$ cat src/rtl/mac_pkg.sv
// Shared opcodes and width helpers for the SIMD multiply-accumulate pipeline.
package mac_pkg;

    localparam logic [1:0] OP_CLR = 2'b00;
    localparam logic [1:0] OP_MUL = 2'b01;
    localparam logic [1:0] OP_MAC = 2'b10;
    localparam logic [1:0] OP_SAT = 2'b11;

    localparam int MODE_BIT = 2;

    // Low-part width of one lane in split mode.
    function automatic int rw_f(input int dw, input int lanes);
        return (2 * dw) / lanes;
    endfunction

    function automatic int acc_w_f(input int dw, input int lanes, input int guard);
        return 2 * dw + lanes * guard;
    endfunction

endpackage

$ cat src/rtl/mac_lane.sv
// One signed lane: product, accumulate with wrap, and saturate to the 2*OPW-bit range.
module mac_lane
    import mac_pkg::*;
#(
    parameter int OPW = 8,
    parameter int GW  = 4
) (
    input  logic        [1:0]          op,
    input  logic signed [OPW-1:0]      a,
    input  logic signed [OPW-1:0]      b,
    input  logic signed [2*OPW+GW-1:0] acc_in,
    output logic signed [2*OPW+GW-1:0] acc_out,
    output logic                       sat
);

    localparam int PW = 2 * OPW;
    localparam int LW = PW + GW;

    logic signed [PW-1:0] w_prod;
    logic signed [LW-1:0] w_prod_ext;
    logic signed [LW-1:0] w_max;
    logic signed [LW-1:0] w_min;

    assign w_prod     = PW'(a) * PW'(b);
    assign w_prod_ext = {{GW{w_prod[PW-1]}}, w_prod};
    assign w_max      = {{(GW + 1){1'b0}}, {(PW - 1){1'b1}}};
    assign w_min      = {{(GW + 1){1'b1}}, {(PW - 1){1'b0}}};

    always_comb begin
        acc_out = '0;
        sat     = 1'b0;
        case (op)
            OP_CLR: acc_out = '0;
            OP_MUL: acc_out = w_prod_ext;
            OP_MAC: acc_out = acc_in + w_prod_ext;
            default: begin
                if (acc_in > w_max) begin
                    acc_out = w_max;
                    sat     = 1'b1;
                end else if (acc_in < w_min) begin
                    acc_out = w_min;
                    sat     = 1'b1;
                end else begin
                    acc_out = {{GW{acc_in[PW-1]}}, acc_in[PW-1:0]};
                end
            end
        endcase
    end

endmodule

$ cat src/rtl/simd_mac_pipe.sv
// Signed MAC with guard bits, full/split lane modes and an LAT-deep output pipeline.
module simd_mac_pipe
    import mac_pkg::*;
#(
    parameter int DW    = 16,
    parameter int LANES = 2,
    parameter int GUARD = 4,
    parameter int LAT   = 2
) (
    input  logic                   clk,
    input  logic                   reset_n,
    input  logic                   stall,
    input  logic                   in_valid,
    input  logic [2:0]             instruction,
    input  logic signed [DW-1:0]   multiplier,
    input  logic signed [DW-1:0]   multiplicand,
    input  logic                   sat_clr,
    output logic                   out_valid,
    output logic [LANES*GUARD-1:0] protect,
    output logic [2*DW-1:0]        result,
    output logic [LANES-1:0]       sat_flag
);

    localparam int RW  = rw_f(DW, LANES);
    localparam int AW  = acc_w_f(DW, LANES, GUARD);
    localparam int OPL = DW / LANES;
    localparam int LW  = RW + GUARD;
    localparam int GT  = LANES * GUARD;

    logic signed [AW-1:0] r_acc;
    logic                 r_acc_vld;
    logic [LANES-1:0]     r_sat;

    logic [1:0]           w_op;
    logic                 w_split;
    logic signed [AW-1:0] w_full_acc;
    logic signed [AW-1:0] w_split_acc;
    logic signed [AW-1:0] w_acc_nxt;
    logic                 w_full_sat;
    logic [LANES-1:0]     w_split_sat;
    logic [LANES-1:0]     w_sat_set;

    assign w_op    = instruction[1:0];
    assign w_split = instruction[MODE_BIT];

    mac_lane #(.OPW(DW), .GW(GT)) u_full (
        .op      (w_op),
        .a       (multiplier),
        .b       (multiplicand),
        .acc_in  (r_acc),
        .acc_out (w_full_acc),
        .sat     (w_full_sat)
    );

    // Lane i owns low slice [i*RW +: RW] and guard slice [2*DW + i*GUARD +: GUARD].
    for (genvar gi = 0; gi < LANES; gi++) begin : g_lane
        logic signed [LW-1:0] w_in;
        logic signed [LW-1:0] w_out;

        assign w_in = {r_acc[2*DW + gi*GUARD +: GUARD], r_acc[gi*RW +: RW]};

        mac_lane #(.OPW(OPL), .GW(GUARD)) u_lane (
            .op      (w_op),
            .a       (multiplier[gi*OPL +: OPL]),
            .b       (multiplicand[gi*OPL +: OPL]),
            .acc_in  (w_in),
            .acc_out (w_out),
            .sat     (w_split_sat[gi])
        );

        assign w_split_acc[2*DW + gi*GUARD +: GUARD] = w_out[RW +: GUARD];
        assign w_split_acc[gi*RW +: RW]              = w_out[RW-1:0];
    end

    assign w_acc_nxt = w_split ? w_split_acc : w_full_acc;
    assign w_sat_set = (w_op != OP_SAT) ? '0 :
                       (w_split ? w_split_sat : LANES'(w_full_sat));

    // Accumulator stage: a flag being set on this edge outranks sat_clr.
    always_ff @(posedge clk) begin
        if (!reset_n) begin
            r_acc     <= '0;
            r_acc_vld <= 1'b0;
            r_sat     <= '0;
        end else if (!stall) begin
            r_acc_vld <= in_valid;
            if (in_valid) begin
                r_acc <= w_acc_nxt;
            end
            r_sat <= (sat_clr ? '0 : r_sat) | (in_valid ? w_sat_set : '0);
        end
    end

    logic          r_vld_p  [LAT];
    logic [AW-1:0] r_data_p [LAT];
    logic          w_vld_in [LAT];
    logic [AW-1:0] w_data_in[LAT];

    assign w_vld_in[0]  = r_acc_vld;
    assign w_data_in[0] = r_acc;
    for (genvar gs = 1; gs < LAT; gs++) begin : g_link
        assign w_vld_in[gs]  = r_vld_p[gs-1];
        assign w_data_in[gs] = r_data_p[gs-1];
    end

    // Output pipeline: the exit stage only captures valid snapshots so result/protect hold.
    always_ff @(posedge clk) begin
        if (!reset_n) begin
            for (int i = 0; i < LAT; i++) begin
                r_vld_p[i]  <= 1'b0;
                r_data_p[i] <= '0;
            end
        end else if (!stall) begin
            for (int i = 0; i < LAT; i++) begin
                r_vld_p[i] <= w_vld_in[i];
                if (w_vld_in[i] || (i < LAT - 1)) begin
                    r_data_p[i] <= w_data_in[i];
                end
            end
        end
    end

    assign out_valid = r_vld_p[LAT-1];
    assign protect   = r_data_p[LAT-1][AW-1:2*DW];
    assign result    = r_data_p[LAT-1][2*DW-1:0];
    assign sat_flag  = r_sat;

endmodule

$ cat config.mk
export PLATFORM = sky130hd
export DESIGN_NAME = simd_mac_pipe
export DESIGN_NICKNAME = d
export VERILOG_FILES = /design/src/rtl/mac_pkg.sv /design/src/rtl/mac_lane.sv /design/src/rtl/simd_mac_pipe.sv
export SDC_FILE = /design/constraint.sdc
export NUM_CORES = 1
export LEC_CHECK = 0
export ABC_AREA = 1
export CAP_MARGIN = 20
export CORE_UTILIZATION = 55
export CTS_CLUSTER_SIZE = 8
export DETAILED_ROUTE_END_ITERATION = 10
export DONT_BUFFER_PORTS = 1
export PLACE_DENSITY_LB_ADDON = 0.12
export SETUP_SLACK_MARGIN = 0.02
export SLEW_MARGIN = 20
export SYNTH_ARGS = -nofsm -noshare
export SYNTH_HDL_FRONTEND = slang
export SYNTH_HIERARCHICAL = 1
export SYNTH_SLANG_ARGS = --single-unit
$ cat constraint.sdc
create_clock -name clk -period 18.7 [get_ports clk]
set_input_delay 1.87 -clock clk [delete_from_list [all_inputs] [get_ports clk]]
set_output_delay 1.87 -clock clk [all_outputs]
set_load 0.03 [all_outputs]
# Yosys cells after proc, flatten, opt, wreduce, memory -nomap -nowiden
# Memory sizes are Yosys's and may differ from the RTL's.
# Cells that the tools add are included.
# W data, S select, Z words.
word_totals:
  mem_count: 2
  inputBits: 40
  register_bits: 43
  out_inout_bits: 43
  ramBits: 82
  elab_cells: 71
classes:
  bitwise: 6
  n_eq_ne: 5
  muxes: 35
  n_addsub: 3
  n_mul: 3
  magnitude_cmp: 6
  reduce_logical: 6
memory_table:
  columns: ["memory", "depth", "width", "rd", "rd_ports_with_merged_regs", "write_ports", "line_no", "rtl"]
  rows:
  - ["r_data_p", 2, 40, 2, 0, 2, "simd_mac_pipe.sv:95", "logic [AW-1:0] r_data_p [LAT];"]
  - ["r_vld_p", 2, 1, 2, 0, 2, "simd_mac_pipe.sv:94", "logic r_vld_p [LAT];"]
op_table:
  columns: ["operator", "n"]
  rows:
  - ["$mux W40", 5]
  - ["$pmux W20 S3", 2]
  - ["$pmux W40 S3", 1]
  - ["$mux W20", 4]
  - ["$add A20 B16 Y20", 2]
  - ["$add A40 B32 Y40", 1]
  - ["$gt A20 B16 Y1 const B", 2]
  - ["$gt A40 B32 Y1 const B", 1]
  - ["$lt A20 B16 Y1 const B", 2]
  - ["$lt A40 B32 Y1 const B", 1]
  - ["$mul A16 B16 Y32", 1]
  - ["$mul A8 B8 Y16", 2]
  - ["$mux W1", 19]
  - ["$ne A6 B1 Y1 const B", 2]
  - ["$mux W2", 4]
  - ["$reduce_and A4 Y1", 2]
  - ["$reduce_bool A6 Y1", 1]
  - ["$or A1 B1 Y1", 4]
  - ["$reduce_or A3 Y1", 1]
  - ["$eq A2 B1 Y1 const B", 1]
  - ["$eq A2 B2 Y1 const B", 1]
  - ["$logic_not A2 Y1", 1]
  - ["$ne A2 B2 Y1 const B", 1]
  - ["$or A2 B2 Y2", 1]
  - ["2 further kinds", 2]

# Longest topological paths before layout
# Gate-level depths: netlist of the first run.
logic_depth:
  word_depth: 8
  depth_mapped: 43
  ltp_nobuf: 41

# By module
# Netlist of the first run, hierarchy kept.
by_module_without_submodules:
  columns: ["module", "area_per_inst_um2", "seq_area_each_um2", "n_inst", "cells_per_inst"]
  rows:
  - ["mac_lane (u_full)", 14480.1, 0.0, 1, 2184]
  - ["simd_mac_pipe", 5403.9, 3323.2, 1, 583]
  - ["mac_lane (g_lane[1].u_lane)", 4359.2, 0.0, 1, 684]
  - ["mac_lane (g_lane[0].u_lane)", 4220.3, 0.0, 1, 675]

# Worst setup path after synthesis of the first run
# Ideal clock, no wire load.
synth_path:
  path_type: "input-to-reg"
  startpoint: "in multiplicand[3]"
  endpoint: "reg r_acc[35]"
  stages: 33
  setup_ns: 0.117
  path_slack_ns: 10.129
  required_ns: 18.583
  path_buffers: 2
  arrival_ns: 8.454
  cell_sequence: "clkbuf_1 -> clkbuf_1 -> nand2_1 -> inv_1 -> fa_1 -> fa_1 -> fa_1 -> fa_1 -> fa_1 -> inv_1 -> fa_1 -> inv_1 -> ha_1 -> nand2_1 -> inv_1 -> nand2_1 -> nand2_1 -> a21oi_1 -> o211ai_1 -> or2_1 -> and2_1 -> ha_1 -> nand2_1 -> nor2_1 -> inv_1 -> nor4_1 -> nand3_1 -> nand3_1 -> nand2_1 -> nand3_1 -> nand3_1 -> a21oi_1 -> nor2_1"
synth_between:
  elab_chain_cells: 4
  word_cells_on_any_way: 7
  classes_between: "add/sub: 2; mul: 2; mux: 3"
synth_rtl:
  columns: ["element", "line_no", "rtl"]
  rows:
  - ["start, declared", "simd_mac_pipe.sv:16", "input logic signed [DW-1:0] multiplicand,"]
  - ["$mul A16 B16 Y32 *", "mac_lane.sv:24", "assign w_prod = PW'(a) * PW'(b);"]
  - ["$add A40 B32 Y40", "mac_lane.sv:35", "OP_MAC: acc_out = acc_in + w_prod_ext;"]
  - ["$pmux W40 S3 *", "mac_lane.sv:32", "case (op)"]
  - ["net w_full_acc[35]", "simd_mac_pipe.sv:36", "logic signed [AW-1:0] w_full_acc;"]
  - ["$mux W40 *", "simd_mac_pipe.sv:75", "assign w_acc_nxt = w_split ? w_split_acc : w_full_acc;"]
  - ["end signal, assigned", "simd_mac_pipe.sv:88", "r_acc <= w_acc_nxt;"]
  - ["end, declared", "simd_mac_pipe.sv:30", "logic signed [AW-1:0] r_acc;"]
# Mark *: on every way through the listed nets, which the timed path passes. The rest lies on a longest branch.
# A chain may end at the register's enable or synchronous reset.

# Worst setup path in the final report of the first run
layout_path:
  startpoint: "in multiplicand[1]"
  endpoint: "reg r_acc[38]"
# Same word-level chain as after synthesis.

==> out/results.ini, run 1 <==
[timing]
fin_crit_sh=0.481
drv_slew=0
clock_skew_ns=0.0149
setup_tns_ns=0
fin_crit_ns=8.99
relSlewSlack=0.272
setup_viol=0
hold_viol=0
fin_ws_ns=9.71
timing.fmax_mhz=111
worstMarginPinSlew_ns=1.09
rsz0062_at_grt=no

[clock_tree]
root_buffer=clkbuf_16
hold_buffers=0
cts_tree=done
cts_buffers=17
clk_latency_ns=0.43
postCtsResizedCells=0
clock_path_buffers=2
clk_pin_slew_worst_paths_ns=0.06
clock_sinks=125
cts_setup_buffers=0
h-tree-depth=4

[route]
first_pass_iters=6
wl_per_cell_um=16.8
vias_per_cell=5.28
dr.first_iter.drc_count=1943
via_count=24685
ant_nets=0
route.detailed.drc=0
wl_um=78500

[synthesis]
synthCells=4126
synth-seq-cells=125
seq_area_frac_synth=0.117
yosys_warnings=6
syn_avg_cell_area_um2=6.90
synth_ff_type=edfxtp_1
yosysTopAreaCell=fa_1
yosys.area.top_type_share=0.264
ys_types=55
synth_fp_nets=4761
synth_area_um2=28500
synth_edf_count=82
async_flop_share=0
yosys-top-cells-area=fa_1 26%, inv_1 14%, nand2_1 13%

[flow_run]
drv_cap=0

[outcome]
status=finished clean

[critical_path]
rr_worst_depth=17
r2r-start=r_acc[0]$_SDFFE_PN0P_
cp.required_ns=19.01
rrSetupSlack_ns=15.56
cp_slowest_cell=fa_1
startpoint=multiplicand[1]
endpoint=r_acc[38]$_SDFFE_PN0P_
critPathKind=input port to flip-flop
startpoint_type=input port
arrival_ns=9.30
critPathCaptureType=flip-flop
cpMostUsedCell=inv_1
max_stage_delay_ns=0.75
reg2reg_to=r_acc[32]$_SDFFE_PN0P_
path_max_fanout=24

[die]
ios=83
fp.dieArea_um2=52700
die_h_um=229
die_x_um=229
rows=83
core_region_area_um2=51200
start_util=0.556

[finish]
n_fill_cell=5095
syn2layout_area_growth_pct=2.20
fin_nets=4615
insertedDiodeCount=0
multiInputGateArea_um2=20400
seq_area_um2=3320
drive_above_1_share=0.0318
final-instance-count-excl-fill=4673

[grt]
antenna_found_initial=1
grt.total_usage=0.303
grt_max_degree=83
grt_remaining_overflow=0
grt_pass1_vias=24588
grt_first_pass_wirelength_um=127000

[placed_design]
place.gp.congestion=1.00
dpl.cell_count=4640
io_buffers=0
post-place-ws_ns=9.41
dp_hpwl_um=62700

[hold_path]
hold_class=flip-flop to flip-flop

## synth_stat cells (5+ instances only)
library cell  number
o21ai_0          182
buf_6              8
clkbuf_1          99
buf_2             23
nor2_1           338
buf_4             44
nor2_2             9
a21o_1            14
a21oi_2           11
nand3_1          187
xor2_1            33
nor3_1            19
nand3b_1          16
and2_1             9
or2_1              5
xnor2_1           16
a31oi_1            7
nand2_1          986
o21ai_1           17
inv_1           1025
o211ai_1          20
fa_1             375
edfxtp_1          82
a21oi_1          205
ha_1             220
inv_2              5
nand4_1           32
dfxtp_1           43
o21bai_1          12
nand3_2            8
nand2_2           12
or2_2             15
## through the flow
stage | hold slack (ns) | instance area [µm²] | util
finish | 0.481 | 29100 | 0.568
global route | 0.526 | 29100 | 0.568
CTS | 0.481 | 29100 | 0.568
detailed placement | 0.471 | 28500 | 0.557
global placement | 0.465 | 28500 | 0.557
floorplan | 0.455 | 28500 | -
## cells in the final DEF, fill, tap and decap left out, types with 15 or more instances in the layout
master,instances
nand3b_1,16
xnor2_1,16
dfxtp_1,43
nor3_1,19
or2_2,15
xor2_1,33
o211ai_1,20
o21ai_0,181
ha_1,220
edfxtp_1,82
o21ai_1,17
clkbuf_16,17
nand2_1,985
inv_1,1025
nand3_1,187
fa_1,375
nor2_1,338
nand4_1,32
a21oi_1,205
## layer usage
layer | routed length (µm) | global-route usage | up-vias | share of wire
li1 | - | - | 12122 | -
met1 | 36000 | 0.418 | 11668 | 0.46
met2 | 35700 | 0.499 | 752 | 0.45
met3 | 4330 | 0.0305 | 139 | 0.055
met4 | 2430 | 0.0994 | 4 | 0.031
met5 | 27 | 0 | - | 0.00034
## kinds of logic after synthesis
family	after synthesis	synth area share
adder cells (fa/ha/maj)	595	0.360
AO/OA/AOI/OAI	497	0.0981
buffers and inverters	1207	0.168
XOR/XNOR	51	0.0162
flip-flops	125	0.117
AND/OR/NAND/NOR	1651	0.240
## flip-flops by register name, indices dropped and copies added, names as in the netlist
| name | flops |
|---|---|
| r_acc | 40 |
| r_acc_vld | 1 |
| r_data_p | 80 |
| r_vld_p | 2 |
| sat_flag | 2 |
## critical path, delay by kind of cell
kind / cells / cell delay, ns
buf+inv: 7 / 0.49
fa+ha+maj: 8 / 4.27
simple gates: 18 / 2.48
compound gates: 1 / 0.15
## worst min path at each step
stage / cells past startpoint / end / startpoint / slack, ns
3_3_place_gp: 2 / r_acc_vld$_SDFFE_PN0N_ / r_acc_vld$_SDFFE_PN0N_ / 0.47
3_5_place_dp: 2 / r_acc_vld$_SDFFE_PN0N_ / r_acc_vld$_SDFFE_PN0N_ / 0.47
2_1_floorplan: 2 / r_acc_vld$_SDFFE_PN0N_ / r_acc_vld$_SDFFE_PN0N_ / 0.46
6_report: 2 / r_acc_vld$_SDFFE_PN0N_ / r_acc_vld$_SDFFE_PN0N_ / 0.48
4_1_cts: 2 / r_acc_vld$_SDFFE_PN0N_ / r_acc_vld$_SDFFE_PN0N_ / 0.48
5_1_grt: 2 / r_acc_vld$_SDFFE_PN0N_ / r_acc_vld$_SDFFE_PN0N_ / 0.53
## cell type report
type,instances,area share
repair buffers,12,0.00378
inverters,1030,0.133
flip-flops and latches,125,0.114
clock inverters,15,0.00499
multi-input cells,2794,0.700
clock buffers,17,0.0146
well taps,680,0.0292
Power of run 1 is not shown: default switching activity piles up to over one toggle a cycle in this logic, so the estimate is an artifact.
==> run 2: changes to the inputs <==
==> constraint.sdc (replaced) <==
create_clock -name clk -period 8.65 [get_ports clk]
set_input_delay 0.865 -clock clk [delete_from_list [all_inputs] [get_ports clk]]
set_output_delay 0.865 -clock clk [all_outputs]
set_load 0.03 [all_outputs]
==> run 2 against run 1 <==
  * First-iteration DRC count rose by 1.7%
  * Setup slack worse by 8.9 ns
  * Wire length decreased by 1.2%
==> out/results.ini, run 2 (same netlist as run 1, synthesis figures left out) <==
[outcome]
status=finished clean

[finish]
drive_above_1_share=0.0323
fin_nets=4617
reg_top3=r_data_p x80, r_acc x40
max_flop_register=r_data_p
insertedDiodeCount=0
largest_reg_flops=80
syn2layout_area_growth_pct=2.25
final_common_cell=inv_1
final_cell_mix=1025 x inv_1, 985 x nand2_1, 375 x fa_1

[die]
start_util=0.556
fp.dieArea_um2=52700
die_x_um=229
ios=83
core_region_area_um2=51200
die_h_um=229
rows=83

[critical_path]
rr_worst_depth=17
reg2reg_to=r_acc[32]$_SDFFE_PN0P_
critPathKind=input port to flip-flop
startpoint_type=input port
critPathTopFamily=adder cells
r2r-start=r_acc[0]$_SDFFE_PN0P_
cp_slowest_cell=fa_1
arrival_ns=8.11
rrSetupSlack_ns=5.63
worst-path-buf-inv=4
path_max_fanout=24
critPathCaptureType=flip-flop
max_stage_delay_ns=0.75
cp.required_ns=8.96

[clock_tree]
postCtsResizedCells=0
hold_buffers=0
clk_pin_slew_worst_paths_ns=0.06
h-tree-depth=4
clk_latency_ns=0.42
cts_setup_buffers=0
clock_path_buffers=2
clock_sinks=125
root_buffer=clkbuf_16
cts_tree=done
cts_buffers=17

[route]
vias_per_cell=5.26
route.detailed.drc=0
wl_um=77500
wl_per_cell_um=16.6
dr.first_iter.drc_count=1977
via_count=24578
first_pass_iters=6
ant_nets=0

[hold_path]
whs_path_depth=2
hold-path-endpoint=r_acc_vld$_SDFFE_PN0N_
hold_start=r_acc_vld$_SDFFE_PN0N_
hold_class=flip-flop to flip-flop

[timing]
rsz0062_at_grt=no
hold_viol=0
worstMarginPinSlew_ns=0.984
fin_crit_sh=0.902
drv_slew=0
setup_tns_ns=0
fin_crit_ns=7.80
clock_skew_ns=0.0154
relSlewSlack=0.342
setup_viol=0
timing.fmax_mhz=128

[flow_run]
drv_cap=0

[grt]
grt_remaining_overflow=0
grt.total_usage=0.299
grt_pass1_vias=24105
grt_first_pass_wirelength_um=126000
antenna_found_initial=0
grt_max_degree=83

[placed_design]
dp_hpwl_um=62600
io_buffers=0
place.gp.congestion=1.01

-- run 2: how the worst max path moves through the flow --
stage	startpoint	end	slack [ns]	cells after the start
after floorplan	multiplicand[3]	r_acc[35]$_SDFFE_PN0P_	1.08	33
after global placement	multiplicand[1]	r_acc[35]$_SDFFE_PN0P_	0.43	34
after detailed placement	multiplicand[1]	r_acc[35]$_SDFFE_PN0P_	0.43	35
after CTS	multiplicand[1]	r_acc[35]$_SDFFE_PN0P_	0.85	35
after global routing	multiplicand[1]	r_acc[35]$_SDFFE_PN0P_	0.37	35
final	multiplicand[1]	r_acc[35]$_SDFFE_PN0P_	0.85	30
-- run 2: worst reg2reg max path, cell delays in order, from the launching register on --
cell and delay, ns:
dfxtp_1 0.45, ha_1 0.31, inv_1 0.14, fa_1 0.40, inv_1 0.16, nand3_1 0.09, nand2_1 0.18, nand2_1 0.07
nand3_1 0.14, nand3_1 0.09, nand2_1 0.16, nand4_1 0.18, nand2_1 0.11, nand2_1 0.05, nand3_1 0.07, nand3_1 0.10
a21oi_1 0.16, nor2_1 0.05
-- run 2: layer usage --
metal | wire (µm) | GRT usage | share of wire
met2 | 35200 | 0.493 | 0.45
met1 | 35900 | 0.420 | 0.46
met5 | 0 | 0 | 0
met4 | 1910 | 0.0821 | 0.025
met3 | 4510 | 0.0286 | 0.058
-- run 2: layout make-up --
class	count	area, µm²
well taps	680	851
inverters	1030	3870
fillers	5095	22100
multi-input cells	2794	20400
repair buffers	14	125
clock inverters	15	143
clock buffers	17	425
flip-flops and latches	125	3320
-- run 2: per-stage QoR --
stage	instances	setup slack, ns	hold slack, ns	util	instance area, µm²
after floorplan	4126	1.08	0.455	-	28500
after global placement	4642	0.434	0.468	0.557	28500
after detailed placement	4642	0.429	0.472	0.557	28500
after CTS	4674	0.853	0.481	0.568	29100
after global routing	4675	0.366	0.523	0.568	29100
final	4675	0.850	0.479	0.568	29100
Power of run 2 is left out for the same reason.
==> variant (flow settings as in run 2) <==
Put one more register stage on the output `sat_flag`, cleared by the reset. The value now appears one clock later. The other outputs are not delayed to match.
--- a/src/rtl/simd_mac_pipe.sv
+++ b/src/rtl/simd_mac_pipe.sv
@@ -125,3 +125,9 @@
     assign result    = r_data_p[LAT-1][2*DW-1:0];
-    assign sat_flag  = r_sat;
+    always_ff @(posedge clk) begin
+        if (!reset_n) begin
+            sat_flag <= '0;
+        end else begin
+            sat_flag <= r_sat;
+        end
+    end
 
Formal check against the unedited RTL: not equivalent (a bounded check fails within 4 cycles, from zero or initial values and one cycle with reset_n low).
==> variant against run 2 <==
- utilization increased by 0.15 points
- sequential cell count increased by 2
- worst setup slack improved by 0.0037 ns
- largest cell class unchanged
- synthesized area increased by 1.5%
- global-route usage increased by 0.98 points
- critical path depth increased by 3
- wire length increased by 2.8%
- cell area increased by 1.1%
Power is not shown: default switching activity piles up to over one toggle a cycle in this logic, so the estimate is an artifact.
==> variant: results (changes against run 2) <==
[outcome]
status=completed  ; unchanged

[global_route]
antenna_found_initial=0  ; unchanged
grt_use_met3_pct=3.05  ; was 2.86%
grt_usage_pct=30.9  ; was 29.9%
grtUsageMet2_pct=53.5  ; was 49.3%
grt_first_pass_wirelength_um=131000  ; was 126000 um
grt_start_max_net_pins=84  ; was 83
grtUsageMet1_pct=40.9  ; was 42.0%
grt_pass1_vias=25445  ; was 24105

[drt]
viasPerCell=5.24  ; was 5.26
drt_first_iter_violations=1807  ; was 1977
firstDrtPassIters=6  ; unchanged
routed_wl_um=79700  ; was 77500 um

[finish]
nFillCells=5172  ; was 5095
diodes=0  ; unchanged
nets=4715  ; was 4617
drive_gt1_share_pct=3.62  ; was 3.23%
top_regs=r_data_p (80), r_acc (40)  ; unchanged

[yosys]
synthArstFlopShare_pct=0  ; unchanged
netlist_top_cells_area=fa_1 26%, nand2_1 14%, inv_1 14%  ; was fa_1 26%, inv_1 14%, nand2_1 13%
syn_nets=4866  ; was 4761
seq_area_frac_synth_pct=11.6  ; was 11.7%
synth_edf_count=82  ; unchanged
ys_types=56  ; was 55
ys_top_cells_by_count=1058 x nand2_1, 1047 x inv_1, 407 x nor2_1, 375 x fa_1, 220 x ha_1  ; was 1025 x inv_1, 986 x nand2_1, 375 x fa_1, 338 x nor2_1, 220 x ha_1
ys.flop_type=edfxtp_1  ; unchanged
yosys_warnings=6  ; unchanged

[cts]
htreeDepth=4  ; unchanged
post_cts_buffers=0  ; unchanged
tritoncts.num_buffers=17  ; unchanged
clock_tree.root_cell=clkbuf_16  ; unchanged
cts_resized=0  ; unchanged
clkLatencyLatePin_ns=0.42  ; about the same
path_clk_slew_ns=0.06  ; about the same
cts_buffer_depth=2  ; unchanged

[timing]
tns_ns=0  ; unchanged
fin_hold_ws_ns=0.435  ; was 0.479 ns
fin_skew_ns=0.0101  ; was 0.0154 ns
worst_slew_pin_slew_ns=1.03  ; was 0.984 ns

[hold_path]
holdPathEnd=sat_flag[0]  ; was r_acc_vld
hp-class=reg -> reg  ; unchanged
holdPathStages=2  ; unchanged
min_from=r_sat[0]  ; was r_acc_vld

[worst_setup_path]
r2r_start=r_acc[0]  ; unchanged
crit_path_max_incr_delay_ns=0.89  ; was 0.75 ns
critPathMaxFanout=24  ; unchanged
r2r_cells=17  ; unchanged
arrival_ns=8.11  ; about the same
r2r_setup_slack_ns=5.44  ; was 5.63 ns
rr_endpoint=r_acc[12]  ; was r_acc[32]
slowest_stage=fa_1  ; unchanged

[placement]
port_buffers=0  ; unchanged
gp_congestion=1.05  ; was 1.01
pre_cts_ws_ns=0.449  ; was 0.429 ns
dp_hpwl_um=64200  ; was 62600 um

variant: worst max path at each step:
stage / endpoint / from / cells after the start / slack (ns)
final: r_acc[38] / multiplicand[1] / 33 / 0.85
after global routing: r_acc[39] / multiplicand[1] / 35 / 0.33
after CTS: r_acc[35] / multiplicand[1] / 32 / 0.87
after detailed placement: r_acc[35] / multiplicand[1] / 32 / 0.45
after global placement: r_acc[35] / multiplicand[1] / 33 / 0.43
after floorplan: r_acc[39] / multiplicand[5] / 39 / 1.07
variant: worst max-delay path: cells and delay by family:
family | cells | cell delay, ns
adders and majority gates | 8 | 4.24
buffers and inverters | 6 | 0.45
and+or+nand+nor | 19 | 2.55
variant: final cells by class:
cell class | instances | area (um2) | area share (%)
clock buffer | 18 | 429 | 1.46
sequential | 127 | 3360 | 11.4
timing repair buffer | 7 | 52.6 | 0.179
multi-input combinational | 2863 | 20600 | 70.0
inverter | 1064 | 3990 | 13.6
tap | 680 | 851 | 2.89
clock inverter | 14 | 135 | 0.459
variant: per-stage QoR:
step,instance area (um2),cells
5_1_grt,29400,4773
4_1_cts,29400,4773
6_report,29400,4773
3_5_place_dp,28800,4741
3_3_place_gp,28800,4741
2_1_floorplan,28900,4231
variant: cell families (layout without fill, tap and decap cells):
| kind of cell | Yosys count | in the layout | synth area share [%] |
|---|---|---|---|
| buffers and inverters | 1241 | 1103 | 17.1 |
| adder cells (fa/ha/maj) | 595 | 595 | 35.5 |
| flip-flops | 127 | 127 | 11.6 |
| XOR/XNOR | 50 | 50 | 1.57 |
| AO/OA/AOI/OAI | 417 | 417 | 8.30 |
| AND/OR/NAND/NOR | 1801 | 1801 | 25.8 |
variant: metal layers:
metal	routed length [um]	vias up
met5	0	-
met4	2300	0
met3	4390	120
met2	38300	745
met1	34800	11848
li1	-	12312
